[src/rtl/fwd_source_ctrl_pkg.sv]
// Shared types for the operand-forwarding producer block.
// Holds the FSM state encoding, the per-stage metadata record and the $0 constant.
package fwd_source_ctrl_pkg;

    typedef enum logic {
        ST_RUN  = 1'b0,
        ST_HALT = 1'b1
    } fsm_state_t;

    // Address width used inside the stage record; the top-level REG_AW must match it.
    localparam int unsigned REC_AW = 5;

    localparam logic [REC_AW-1:0] REG_ZERO = '0;

    typedef struct packed {
        logic [REC_AW-1:0] rw;
        logic              we;
        logic              load;
        logic              halt;
    } stage_rec_t;

    // A write to $0 is architecturally discarded, so it must never be offered for forwarding.
    function automatic stage_rec_t sanitize_rec(input stage_rec_t rec);
        stage_rec_t r;
        r = rec;
        if (rec.rw == REG_ZERO) begin
            r.we = 1'b0;
        end
        return r;
    endfunction

endpackage

[src/rtl/fwd_source_ctrl_stage_rec_reg.sv]
// One pipeline-stage metadata register: async reset, loads either the incoming
// record (with $0 write suppression) or an all-zero bubble every cycle.
module stage_rec_reg
    import fwd_source_ctrl_pkg::*;
(
    input  logic       clk,
    input  logic       rst,
    input  logic       i_bubble,
    input  stage_rec_t i_d,
    output stage_rec_t o_q
);

    stage_rec_t r_rec;

    // Advance the record on every edge; a bubble clears it.
    always_ff @(posedge clk or posedge rst) begin
        if (rst) begin
            r_rec <= '0;
        end else if (i_bubble) begin
            r_rec <= '0;
        end else begin
            r_rec <= sanitize_rec(i_d);
        end
    end

    assign o_q = r_rec;

endmodule

[src/rtl/fwd_source_ctrl.sv]
// Producer side of operand forwarding: tracks rw/we metadata through EX/MEM/WB,
// drives the stage-4/stage-5 forwarding pairs, detects load-use hazards and
// controls IF/ID stall, EX bubble and halt.
// Optional stall-cycle counter enabled by defining STALL_CNT_EN.
module fwd_source_ctrl
    import fwd_source_ctrl_pkg::*;
#(
    parameter int unsigned REG_AW = 5,
    parameter int unsigned RW_W   = 32,
    parameter int unsigned CNT_W  = 32
) (
    input  logic              clk,
    input  logic              rst,
    input  logic              id_valid,
    input  logic [REG_AW-1:0] id_rs,
    input  logic [REG_AW-1:0] id_rt,
    input  logic              id_use_rs,
    input  logic              id_use_rt,
    input  logic [REG_AW-1:0] id_rw,
    input  logic              id_we,
    input  logic              id_load,
    input  logic              id_halt,
    input  logic              id_flush,
    input  logic              resume,
    output logic              stall_if,
    output logic              stall_id,
    output logic              bubble_ex,
    output logic [RW_W-1:0]   rw4,
    output logic              we4,
    output logic [RW_W-1:0]   rw5,
    output logic              we5,
    output logic              halted,
    output logic [CNT_W-1:0]  stall_cnt
);

    fsm_state_t r_state;
    stage_rec_t w_id_rec;
    stage_rec_t w_ex_q;
    stage_rec_t w_mem_q;
    stage_rec_t w_wb_q;
    logic       w_load_use;
    logic       w_stall;

    // An invalid ID slot enters EX as a bubble.
    always_comb begin
        w_id_rec = '0;
        if (id_valid) begin
            w_id_rec.rw   = id_rw;
            w_id_rec.we   = id_we;
            w_id_rec.load = id_load;
            w_id_rec.halt = id_halt;
        end
    end

    // Only a load sitting in EX needs a stall; once in MEM its data is forwardable.
    assign w_load_use = id_valid & ~id_flush & w_ex_q.load & w_ex_q.we &
                        ((id_use_rs & (id_rs == w_ex_q.rw)) |
                         (id_use_rt & (id_rt == w_ex_q.rw)));

    assign w_stall   = ~rst & (w_load_use | (r_state == ST_HALT));
    assign stall_if  = w_stall;
    assign stall_id  = w_stall;
    assign bubble_ex = ~rst & (w_stall | id_flush);

    stage_rec_reg u_ex (
        .clk      (clk),
        .rst      (rst),
        .i_bubble (bubble_ex),
        .i_d      (w_id_rec),
        .o_q      (w_ex_q)
    );

    stage_rec_reg u_mem (
        .clk      (clk),
        .rst      (rst),
        .i_bubble (1'b0),
        .i_d      (w_ex_q),
        .o_q      (w_mem_q)
    );

    stage_rec_reg u_wb (
        .clk      (clk),
        .rst      (rst),
        .i_bubble (1'b0),
        .i_d      (w_mem_q),
        .o_q      (w_wb_q)
    );

    assign rw4 = RW_W'(w_mem_q.rw);
    assign we4 = w_mem_q.we;
    assign rw5 = RW_W'(w_wb_q.rw);
    assign we5 = w_wb_q.we;

    // RUN/HALT sequencing: enter on a halt in EX, leave on a resume pulse.
    always_ff @(posedge clk or posedge rst) begin
        if (rst) begin
            r_state <= ST_RUN;
        end else begin
            case (r_state)
                ST_RUN:  if (w_ex_q.halt) r_state <= ST_HALT;
                ST_HALT: if (resume)      r_state <= ST_RUN;
                default: r_state <= ST_RUN;
            endcase
        end
    end

    assign halted = (r_state == ST_HALT);

`ifdef STALL_CNT_EN
    logic [CNT_W-1:0] r_stall_cnt;

    // Count every edge on which the front end is held (load-use or HALT).
    always_ff @(posedge clk or posedge rst) begin
        if (rst) begin
            r_stall_cnt <= '0;
        end else if (stall_if) begin
            r_stall_cnt <= r_stall_cnt + CNT_W'(1);
        end
    end

    assign stall_cnt = r_stall_cnt;
`else
    assign stall_cnt = '0;
`endif

endmodule

[config.mk]
export PLATFORM = sky130hd
export DESIGN_NAME = fwd_source_ctrl
export DESIGN_NICKNAME = d
export VERILOG_FILES = /design/src/rtl/fwd_source_ctrl_pkg.sv /design/src/rtl/fwd_source_ctrl_stage_rec_reg.sv /design/src/rtl/fwd_source_ctrl.sv
export SDC_FILE = /design/constraint.sdc
export NUM_CORES = 1
export LEC_CHECK = 0
export CAP_MARGIN = 20
export CORE_ASPECT_RATIO = 0.7
export CORE_UTILIZATION = 36
export DETAILED_ROUTE_END_ITERATION = 10
export PLACE_DENSITY = 0.95
export SLEW_MARGIN = 20
export SYNTH_ARGS = -nofsm -noshare
export SYNTH_HDL_FRONTEND = slang
export SYNTH_SLANG_ARGS = --single-unit
export TNS_END_PERCENT = 10
[constraint.sdc]
create_clock -name clk -period 5.8 [get_ports clk]
set_input_delay 0.58 -clock clk [delete_from_list [all_inputs] [get_ports clk]]
set_output_delay 0.58 -clock clk [all_outputs]
set_load 0.02 [all_outputs]
Yosys cells after proc, flatten, opt, wreduce, memory -nomap -nowiden
Cells that the tools add are included.
{ "totals": {"register_bits": 21, "latchBits": 0, "ram_bits": 0, "romBits": 0, "inputBits": 25, "output_inout_bits": 102, "wordCells": 36, "mem_count": 0} }
{ "op_classes": {"addsub": 0, "multipliers": 0, "div": 0, "magnitude_cmp": 0, "eq_ne": 2, "shift": 0, "mux": 8, "n_bitwise": 14, "n_reduce_logical": 3} }
{ "op_table": {"columns": ["op", "count"], "rows": [
  ["two-way mux 8 bit", 2],
  ["logical NOT 5 bit", 3],
  ["== test 5 bit", 2],
  ["bitwise AND 1 bit", 8],
  ["two-way mux 1 bit", 5],
  ["NOT 1 bit", 3],
  ["bitwise OR 1 bit", 3],
  ["case mux 1 bit (2 select lines)", 1]
]} }

Depth between registers and ports, before layout
{ "logic_depth": {"ltp_word": 10, "ltp_mapped": 6, "ltp_nobuf": 4} }

Modules after synthesis
Synthesis repeated with hierarchy kept, for this count alone.
{ "unflattened": {"cells_unflattened": 178, "hier_area_um2": 1754.2} }
{ "by_module_without_submodules": {"columns": ["module", "instances", "cells_each", "area_each_um2", "seq_area_each_um2"], "rows": [
  ["fwd_source_ctrl", 1, 118, 898.4, 25.0],
  ["stage_rec_reg", 3, 20, 285.3, 200.2]
]} }

Worst setup path before layout
No wires, ideal clock.
{ "synth_timing": {"kind": "input-to-output", "from": "input port id_flush", "to": "output port stall_if", "arrival_time_ns": 2.301, "required_time_ns": 5.220, "setup_slack_ns": 2.919, "stages": 6, "path_buffers": 2, "cell_sequence": "nand4b_1 -> or4_1 -> buf_2 -> or2_4 -> a21oi_1 -> buf_4"} }
{ "synth_via": {"elab_chain_cells": 7} }
{ "synth_lines": {"columns": ["item", "line", "rtl"], "rows": [
  ["from (decl)", "fwd_source_ctrl.sv:23", "input logic id_flush,"],
  ["NOT 1 bit", "fwd_source_ctrl.sv:56", "assign w_load_use = id_valid & ~id_flush & w_ex_q.load & w_ex_q.we &"],
  ["bitwise AND 1 bit (4 in series)", "fwd_source_ctrl.sv:56", null],
  ["bitwise OR 1 bit", "fwd_source_ctrl.sv:60", "assign w_stall = ~rst & (w_load_use | (r_state == ST_HALT));"],
  ["bitwise AND 1 bit", "fwd_source_ctrl.sv:60", null],
  ["to (decl)", "fwd_source_ctrl.sv:25", "output logic stall_if,"]
]} }
No other way between the ends.

Final worst setup path
{ "layout_timing": {"from": "input port id_valid", "to": "output port stall_if"} }
{ "layout_via": {"elab_chain_cells": 6} }
{ "layout_lines": {"columns": ["item", "line", "rtl"], "rows": [
  ["from (decl)", "fwd_source_ctrl.sv:14", "input logic id_valid,"],
  ["bitwise AND 1 bit (4 in series)", "fwd_source_ctrl.sv:56", null],
  ["bitwise OR 1 bit", "fwd_source_ctrl.sv:60", null],
  ["bitwise AND 1 bit", "fwd_source_ctrl.sv:60", null]
]} }
No other way between the ends.

==> flow_summary.yaml <==
cts:
  clkSlewWorstSetupHoldPaths_ns: 0.07
  clkSinkCount: 21
  cts_buffers: 3
  ctsRootBufferMaster: "clkbuf_8"
  postCtsHoldBufs: 0
  clkLatencyLatePin_ns: 0.26
  clockBufferDepth: 2
  post_cts_buffers: 0
  cts_tree: "yes"
  cts_resized: 0
  htree_levels: 1
sta:
  fin_crit_ns: 3.704
  hold_slack_ns: 0.3967
  setup_tns_ns: 0
  tightest_slew_ns: 0.7469
  fmax_mhz: 270.0
  setup_violations: 0
  period_share: 0.6386
  rsz0062_at_grt: "no"
  drv_slew: 0
  relSlewSlack: 0.5015
  skew_ns: 0.001232
  finalHoldViolations: 0
  finalWorstSetupSlack_ns: 2.096
final_layout:
  area_growth_pct: 10.03
  final_cell_area_um2: 1729
  multi_input_area_um2: 681.9
  diodes: 0
  final_nets: 231
  instances_no_fill: 257
  nFillCells: 396
  fin_util: 0.4279
  drive_gt1_frac: 0.02927
  regArea_um2: 525.5
routing:
  drt-pass1-iter-count: 4
  drt_iter0_drc: 52
  via_per_inst: 3.887
  drc: 0
  vias: 999
  wire_per_inst_um: 11.15
  wl_mm: 2.865
  route.antenna.remaining_nets: 0
synthesis:
  yosysTopAreaCell: "buf_4"
  syn-instance-count: 166
  synth-edff-count: 0
  synth_top_area_share: 0.4156
  synth_mux_area_frac: 0.006369
  synth_ff_type: "dfrtp_1"
  synth_top_family_by_area: "buffers and inverters"
  yosysWarnings: 0
  ys_top_cells_by_area: "buf_4 (42%), dfrtp_1 (33%), xor2_1 (4.5%), o211ai_1 (2.9%), o21ai_1 (1.9%)"
  synth_xor_area_frac: 0.05573
  synth_commonest_cells: "buf_4 (87), dfrtp_1 (21), xor2_1 (8)"
  ys_ff_latch: 21
  synth-seq-area-share: 0.3344
  synth_most_common_cell: "buf_4"
  synth_cell_type_count: 27
  postSynth.asyncResetShare: 1.000
  synthesis.area_um2: 1572
  synth_area_per_cell_um2: 9.467
  synth_fa_ha_area_frac: 0
  synth_simple_gate_area_frac: 0.07484
  synth_compound_area_frac: 0.09156
setup_path:
  cpPeakStageDelay_ns: 0.69
  worst_path_most_repeated_cell: "clkdlybuf4s50_1"
  required_ns: 5.22
  worstSetupEndpointType: "primary output"
  path_max_fanout: 7
  worstPathArrival_ns: 3.12
  critPathSlowestCell: "or4_1"
  crit_chain: "clkdlybuf4s50_1, nand4b_1, or4_1, or2_4, a21oi_1, clkdlybuf4s50_1"
  criticalPathCategory: "primary input to primary output"
  cp_top_family: "buffers and inverters"
  critical_path_buf_inv_count: 2
  start_kind: "primary input"
pwr:
  cellLeakagePower_nw: 0.8796
  powerDensity_nw_per_um2: 223.1
  ir_drop_v: 0.00009295
  total_power_uw: 385.8
floorplanning:
  chipHeight_um: 57.28
  ioPinCount: 127
  dieArea_um2: 4638
  core_um2: 4041
  dieWidth_um: 80.97
  start_util: 0.3889
  row_count: 19
placement:
  pre_cts_slack_ns: 2.097
  dpl-instance-area_um2: 1684
  dp_hpwl_mm: 2.345
  place_congestion: 0.8400
  dp_cells: 253
  numPortBuffers: 40
global_routing:
  overflow: 0
  grt_usage: 0.1202
  antenna_found_initial: 0
  grt_max_degree: 22
  grt_pass1_wl_mm: 4.064
  grt_pass1_vias: 886
run_status:
  status: "finished, final reports clean"
run:
  max_cap_violations: 0
min_path:
  min_path_type: "flop to flop"
flip-flops by register name, indices dropped and copies added (netlist names):
register,flops
u_ex.o_q,8
u_mem.o_q,6
u_wb.o_q,6
halted,1
final timing paths:
| path | depth (start not counted) | startpoint | end | slack (ns) |
|---|---|---|---|---|
| worst max-delay path | 6 | id_valid | stall_if | 2.10 |
| worst min-delay path | 0 | u_mem.o_q[7] | u_wb.o_q[7] | 0.40 |
| worst max register to register | 4 | u_ex.o_q[3] | u_ex.o_q[6] | 3.87 |
| worst min register to register | 0 | u_mem.o_q[7] | u_wb.o_q[7] | 0.40 |
| max in group asynchronous | 2 | rst | u_mem.o_q[3] | 4.43 |
| min in group asynchronous | 2 | rst | u_ex.o_q[0] | 0.90 |
power by group:
part	internal [mW]	switching, mW
logic	0.0401	0.0853
registers	0.157	0.00820
clock network	0.0489	0.0461
total	0.246	0.140
cell type report:
type	instances	share of cell area
clock buffers	4	0.02605
inverters	3	0.006512
multi-input cells	137	0.3944
flip-flops and latches	21	0.3039
well taps	52	0.03763
repair buffers	40	0.2315
placed cells by master (no fill, tap or decap):
cell / instances
o21ai_1: 6
nand2_1: 6
and2b_2: 1
a31o_1: 1
conb_1: 86
nor4_1: 1
and3_1: 2
clkbuf_8: 3
or2_4: 1
a41o_1: 2
dfrtp_1: 21
and2_1: 1
xnor2_1: 2
xor2_1: 8
nor2_1: 1
inv_1: 3
a31oi_1: 2
nand3_2: 1
clkdlybuf4s50_1: 40
or4_1: 4
a21oi_1: 1
nand4b_1: 1
o211ai_1: 6
clkbuf_1: 1
mux2i_1: 1
o21a_1: 3
cell families after synthesis:
group / Yosys count
compound gates: 21
xor+xnor: 10
buf+inv: 93
flops: 21
mux: 1
other cells: 1
simple gates: 19
worst register-to-register path, cell delays in order, from the launching register on:
cell and delay (ns):
dfrtp_1 0.43, xor2_1 0.16, or4_1 0.66, or2_4 0.32, a41o_1 0.25
metal layers:
layer | wire length (um) | track usage | up-vias
met5 | 0 | 0 | -
met4 | 60 | 0.07653 | 0
met3 | 322 | 0.03040 | 8
met2 | 1373 | 0.1825 | 68
met1 | 1108 | 0.1525 | 472
li1 | - | - | 451
No activity file was read; power rests on OpenSTA's default activity.
